[config.mk]
export PLATFORM = sky130hd
export DESIGN_NAME = bpu_ghr_ckpt
export DESIGN_NICKNAME = d
export VERILOG_FILES = /design/src/rtl/bpu_ghr_ckpt.sv
export SDC_FILE = /design/constraint.sdc
export NUM_CORES = 1
export LEC_CHECK = 0
export ABC_AREA = 1
export BUFFER_PORTS_ARGS = -buffer_cell sky130_fd_sc_hd__buf_2
export CAP_MARGIN = 20
export CORE_MARGIN = 1
export CORE_UTILIZATION = 55
export DETAILED_ROUTE_END_ITERATION = 8
export PLACE_DENSITY = 0.7
export SYNTH_ARGS = -nofsm -noshare
export SYNTH_HDL_FRONTEND = slang
export SYNTH_SLANG_ARGS = --single-unit
[constraint.sdc]
create_clock -name clk_i -period 13.5 [get_ports clk_i]
set_input_delay 1.35 -clock clk_i [delete_from_list [all_inputs] [get_ports clk_i]]
set_output_delay 1.35 -clock clk_i [all_outputs]
set_load 0.005 [all_outputs]
[src/rtl/bpu_ghr_ckpt.sv]
`default_nettype none
// ============================================================================
//  Module      : bpu_ghr_ckpt
//  Description : Speculative global-history register with an in-order
//                checkpoint buffer for misprediction / flush repair, plus
//                the committed (architectural) history.
//  Revision    : 1.0  initial release
// ============================================================================
module bpu_ghr_ckpt #(
  parameter int HIST_LEN   = 64,
  parameter int CKPT_DEPTH = 8,
  parameter int CKPT_ID_W  = $clog2(CKPT_DEPTH) + 1
) (
  input  logic                 clk_i,
  input  logic                 rstn_i,
  input  logic                 pred_valid_i,
  input  logic                 pred_taken_i,
  output logic                 pred_ready_o,
  output logic [CKPT_ID_W-1:0] pred_ckpt_id_o,
  output logic [HIST_LEN-1:0]  ghr_o,
  input  logic                 redirect_valid_i,
  input  logic [CKPT_ID_W-1:0] redirect_ckpt_id_i,
  input  logic                 redirect_taken_i,
  input  logic                 commit_valid_i,
  input  logic                 commit_taken_i,
  input  logic                 flush_i,
  output logic [HIST_LEN-1:0]  arch_ghr_o,
  output logic [CKPT_ID_W-1:0] ckpt_count_o
);

  localparam int IDX_W = CKPT_ID_W - 1;
  localparam logic [CKPT_ID_W-1:0] PTR_ONE = CKPT_ID_W'(1);

  logic [HIST_LEN-1:0]  spec_ghr;
  logic [HIST_LEN-1:0]  arch_ghr;
  logic [HIST_LEN-1:0]  spec_ghr_nxt;
  logic [HIST_LEN-1:0]  arch_ghr_nxt;
  logic [CKPT_ID_W-1:0] head;
  logic [CKPT_ID_W-1:0] tail;
  logic [CKPT_ID_W-1:0] head_nxt;
  logic [CKPT_ID_W-1:0] tail_nxt;
  logic [HIST_LEN-1:0]  ckpt_mem [CKPT_DEPTH];
  logic [HIST_LEN-1:0]  redirect_hist;

  logic full;
  logic empty;
  logic accept;
  logic commit_ok;

  // Same index with opposite wrap bit means the buffer has lapped the head.
  assign full      = (head[IDX_W-1:0] == tail[IDX_W-1:0]) && (head[IDX_W] != tail[IDX_W]);
  assign empty     = (head == tail);
  assign accept    = pred_valid_i && pred_ready_o;
  assign commit_ok = commit_valid_i && !empty;

  assign redirect_hist = ckpt_mem[redirect_ckpt_id_i[IDX_W-1:0]];

  // Next-state: commit is independent; flush > redirect > accept for the spec side.
  always_comb begin
    arch_ghr_nxt = arch_ghr;
    head_nxt     = head;
    if (commit_ok) begin
      arch_ghr_nxt = {arch_ghr[HIST_LEN-2:0], commit_taken_i};
      head_nxt     = head + PTR_ONE;
    end

    spec_ghr_nxt = spec_ghr;
    tail_nxt     = tail;
    if (flush_i) begin
      // Flush restarts from committed history, including a same-cycle commit.
      spec_ghr_nxt = arch_ghr_nxt;
      tail_nxt     = head_nxt;
    end else if (redirect_valid_i) begin
      // Mispredicted branch keeps its slot; everything younger is dropped.
      spec_ghr_nxt = {redirect_hist[HIST_LEN-2:0], redirect_taken_i};
      tail_nxt     = redirect_ckpt_id_i + PTR_ONE;
    end else if (accept) begin
      spec_ghr_nxt = {spec_ghr[HIST_LEN-2:0], pred_taken_i};
      tail_nxt     = tail + PTR_ONE;
    end
  end

  // History and pointer registers.
  always_ff @(posedge clk_i or negedge rstn_i) begin
    if (!rstn_i) begin
      spec_ghr <= '0;
      arch_ghr <= '0;
      head     <= '0;
      tail     <= '0;
    end else begin
      spec_ghr <= spec_ghr_nxt;
      arch_ghr <= arch_ghr_nxt;
      head     <= head_nxt;
      tail     <= tail_nxt;
    end
  end

  // Checkpoint RAM holds the history seen before each accepted branch; no reset needed.
  always_ff @(posedge clk_i) begin
    if (accept) begin
      ckpt_mem[tail[IDX_W-1:0]] <= spec_ghr;
    end
  end

  assign pred_ready_o   = !full && !redirect_valid_i && !flush_i;
  assign pred_ckpt_id_o = tail;
  assign ghr_o          = spec_ghr;
  assign arch_ghr_o     = arch_ghr;
  assign ckpt_count_o   = tail - head;

endmodule
`default_nettype wire

Word level (Yosys, flattened, before mapping) --
Memories as Yosys holds them, arrays and structs flattened. Cells that the tools add are included.
Storage, ports and cells: memories 1, output and inout port bits 137, memory bits (writable) 512, word-level logic and storage cells 32, input port bits 13, bits in registers 136
Operators by class: add/subtract/negate cells 4, muxes and demuxes 10, reductions and logical operators 10, equal/unequal tests 3
Memories:
- ckpt_mem | words 8, bits a word 64, read ports 1, clocked after Yosys merged registers in 0, write ports 1, line 42 | logic [HIST_LEN-1:0] ckpt_mem [CKPT_DEPTH];
Operators by type and width (count):
- $mux 64 | 4
- $mux 4 | 4
- $add 4x1->4 const B | 3
- $logic_and 1x1->1 | 5
- $eq 4x4->1 | 1
- $logic_not 1->1 | 4
- $sub 4x4->4 | 1
- $eq 3x3->1 | 1
- $reduce_bool 3->1 | 1
- $mux 1 | 2
- $ne 1x1->1 | 1

Logic depth before layout (Yosys ltp) --
word-level depth 9, mapped depth 12

Least setup slack after synthesis --
Ideal clock, no wire load.
path kind in2reg, start in redirect_valid_i, end mem ckpt_mem[2][0], enable pin, data arrival time 6069 ps, slack 6869 ps, cell stages on the path 4, buffers on the path 1, required time 12938 ps, cell sequence buf_4 > nor2_4 > nand3_4 > nor3_1
Between the ends: longest elaborated chain between the ends 6
RTL lines:
- from (decl) | line 21 | input logic redirect_valid_i,
- $logic_not 1->1 | line 105 | assign pred_ready_o = !full && !redirect_valid_i && !flush_i;
- $logic_and 1x1->1 (2 in a row) | line 105
- $logic_and 1x1->1 | line 53 | assign accept = pred_valid_i && pred_ready_o;
- $mux 1 | line 100 | if (accept) begin
- $mux 1 (not written as such) | line 101 | ckpt_mem[tail[IDX_W-1:0]] <= spec_ghr;
- to (decl) | line 42
Every way passes these cells.

Worst setup path in the final report --
start in redirect_ckpt_id_i[0], end reg spec_ghr[56], in the netlist ghr_o[56]
Between the ends: longest elaborated chain between the ends 3
RTL lines:
- from (decl) | line 22 | input logic [CKPT_ID_W-1:0] redirect_ckpt_id_i,
- $mem_v2 8x64
- $mux 64 | line 73 | end else if (redirect_valid_i) begin
- $mux 64 | line 69 | if (flush_i) begin
- to (signal assigned) | line 91 | spec_ghr <= spec_ghr_nxt;
- to (decl) | line 34 | logic [HIST_LEN-1:0] spec_ghr;
Every way passes these cells. A chain may end at the register's enable or synchronous reset.

==> results.json <==
{
  "ir_worst_vdd_uv": 78.8,
  "crit_family": "buffers and inverters",
  "pin_count": 150,
  "slew_violations": 0,
  "ys_warn_count": 0,
  "cp.arrival_ps": 4430,
  "yosysUniqueCellTypes": 27,
  "num_rows": 82,
  "synth-compound-area-share": 0.0132,
  "r2r_end": "ckpt_mem[6][39]",
  "via_per_inst": 5.50,
  "drtIter0Drc": 1811,
  "drive_gt1_frac": 0.102,
  "gr-total-overflow": 0,
  "min_from": "ghr_o[63]",
  "chipHeight_um": 228,
  "cts_buffers": 67,
  "cp_max_fo": 94,
  "yosysMostFrequentCell": "nand2_1",
  "cts_tree": "built",
  "path_buf_inv": 3,
  "syn_inst": 2862,
  "drc": 0,
  "nNetsFinal": 2977,
  "path_common_cell": "nand2_1",
  "grt_pass1_wl_um": 110000,
  "clk_pin_slew_ps": 60,
  "regArea_um2": 18500,
  "cts_hold_buffers": 0,
  "tightest_slew_ps": 1180,
  "critical_path_class": "input pin to register",
  "insertion_delay_ps": 590,
  "antenna_found_initial": 0,
  "grt_setup_unrepaired": "no",
  "area_growth_pct": 11.2,
  "grt_max_degree": 107,
  "ys.flop_type": "edfxtp_1",
  "yosys-top-cells-count": "976 x nand2_1, 516 x nand3_1, 504 x edfxtp_1",
  "cts_setup_buffers": 0,
  "critPathLaunchType": "input pin",
  "cts-root-buf": "clkbuf_16",
  "ctsLongestPathBuffers": 3,
  "dp_hpwl_um": 35600,
  "core_um2": 50300,
  "maxCapViolCount": 0,
  "syn_avg_cell_area_um2": 9.81,
  "whs_endpoint": "ghr_o[63]",
  "setup_viol": 0,
  "muxShareOfSynthArea": 0,
  "crit_chain": "buf_6 > buf_4 > buf_4 > nand2_1 > nand3_1 > nand2_1 > a21oi_1 > nand2_1 > nand3_1 > nand2_1",
  "r2r_slack_ps": 9710,
  "max_slew_margin": 0.211,
  "yosys.area_share.xor_xnor": 0.00125,
  "start_util": 0.559,
  "holdPathStages": 2,
  "r2r-start": "pred_ckpt_id_o[0]",
  "synthArstFlopShare": 0.213,
  "crit_slowest_cell": "buf_4",
  "ys_seq_area_frac": 0.660,
  "drt-total-wl_um": 71000,
  "cts_sinks": 640,
  "die-area_um2": 52000,
  "synth_edf_count": 504,
  "postRouteAntennaNets": 0,
  "fin_skew_ps": 21.0,
  "netlist_area_um2": 28100,
  "hold_class": "register to register",
  "wl_per_cell_um": 19.3,
  "fmax_ghz": 0.252,
  "synth-seq-cells": 640,
  "synth_fa_ha_area_frac": 0.00294,
  "dieWidth_um": 228,
  "p_leak_nw": 14.4,
  "grt_use_total": 0.276,
  "n_antenna_cell": 0,
  "place_congestion": 0.790,
  "multi_input_area_um2": 7240,
  "r2r_cells": 8,
  "cp-end-kind": "register",
  "cpPeakStageDelay_ps": 940,
  "p_per_area_nw_per_um2": 158,
  "synth_top_family_by_area": "simple AND/OR/NAND/NOR gates",
  "worst_ep_required_time_ps": 13970,
  "vias": 20200,
  "status": "finished, final reports clean",
  "tns_ps": 0,
  "fillers": 4041,
  "cts_resized": 0,
  "fin_cells": 3682,
  "synth_top_area_share": 0.539,
  "hold_viol": 0,
  "yosys.area_share.simple": 0.239,
  "htreeDepth": 3,
  "grt_pass1_vias": 19300,
  "fin_crit_ps": 3960,
  "synth_fp_nets": 2881,
  "synth_area_leaders": "edfxtp_1 54%, nand2_1 13%, dfrtp_1 12%",
  "placedCellCount": 3561,
  "port-buffer-count": 149,
  "dr.pass1.iters": 6,
  "finalCritPeriodShare": 0.293,
  "synth_area_leader_cell": "edfxtp_1"
}
## flip-flops by register name, summed over array words and instances (netlist names)
name / flops
arch_ghr_o: 64
ckpt_mem: 504
ghr_o: 64
head: 4
pred_ckpt_id_o: 4
## power breakdown
group          switching [mW]  leakage, nW  internal [mW]  total (mW)
Sequential              0.165         6.38           2.33        2.49
Combinational           0.435         6.97          0.205       0.640
Clock                   0.735         1.05           1.05        1.79
## logic make-up (layout without fill, tap and decap cells)
group	count (synthesis)	in the layout
DFF	640	640
AOI/OAI and AO/OA	72	72
adders and majority gates	6	6
xor gates and xnor gates	4	4
and+or+nand+nor	1589	1589
buffers and inverters	551	699
## cell type report
| class | count | area share |
|---|---|---|
| Tap cell | 672 | 0.0269 |
| Clock inverter | 25 | 0.00649 |
| Sequential cell | 640 | 0.593 |
| Timing Repair Buffer | 179 | 0.0316 |
| Multi-Input combinational cell | 1671 | 0.232 |
| Clock buffer | 96 | 0.0618 |
| Inverter | 399 | 0.0482 |
## per-layer routing
metal | track usage | wire [um] | vias to the layer above
met3 | 0.0394 | 5890 | 145
li1 | - | - | 9453
met2 | 0.451 | 34000 | 924
met1 | 0.379 | 29200 | 9719
met4 | 0.0990 | 2000 | 0
met5 | 0 | 0 | -
## worst reg2reg max path, delay by kind of cell (launching register included)
family	cells	cell delay [ps]
adders and majority gates	1	340
buffers and inverters	3	1340
DFF	1	580
and+or+nand+nor	4	1100
## worst max path at each step
stage / slack [ps] / to / start / cells past startpoint
floorplan: 6870 / ckpt_mem[2][0] / redirect_valid_i / 4
global placement: 9040 / ghr_o[11] / redirect_ckpt_id_i[0] / 11
detailed placement: 9010 / ghr_o[52] / redirect_ckpt_id_i[0] / 10
CTS: 9610 / ghr_o[53] / redirect_ckpt_id_i[0] / 10
global route: 9240 / ghr_o[53] / redirect_ckpt_id_i[0] / 10
finish: 9540 / ghr_o[56] / redirect_ckpt_id_i[0] / 10
## stage by stage
| stage | setup WS [ps] | utilization | hold slack [ps] | power, mW | instance area [um^2] |
|---|---|---|---|---|---|
| 6_report | 9540 | 0.621 | 480 | 4.92 | 31200 |
| 5_1_grt | 9240 | 0.621 | 507 | 5.11 | 31200 |
| 4_1_cts | 9610 | 0.621 | 484 | 4.94 | 31200 |
| 3_5_place_dp | 9010 | 0.579 | 467 | 3.17 | 29100 |
| 3_3_place_gp | 9040 | 0.579 | 467 | 3.14 | 29100 |
| 2_1_floorplan | 6870 | - | 473 | 2.90 | 28100 |
## cell usage in the layout (no fill, tap or decap), drive strengths merged, types with 3 or more instances in the layout
cell type	netlist	layout
a21oi	66	66
inv	399	399
clkinv	0	21
nand2	991	991
ha	5	5
o21ai	6	6
bufinv	0	3
dfrtp	136	136
nand3	517	517
buf	125	179
nor2	72	72
nor3	8	8
clkbuf	27	96
xor2	3	3
edfxtp	504	504
(Power assumes the default switching activity.)
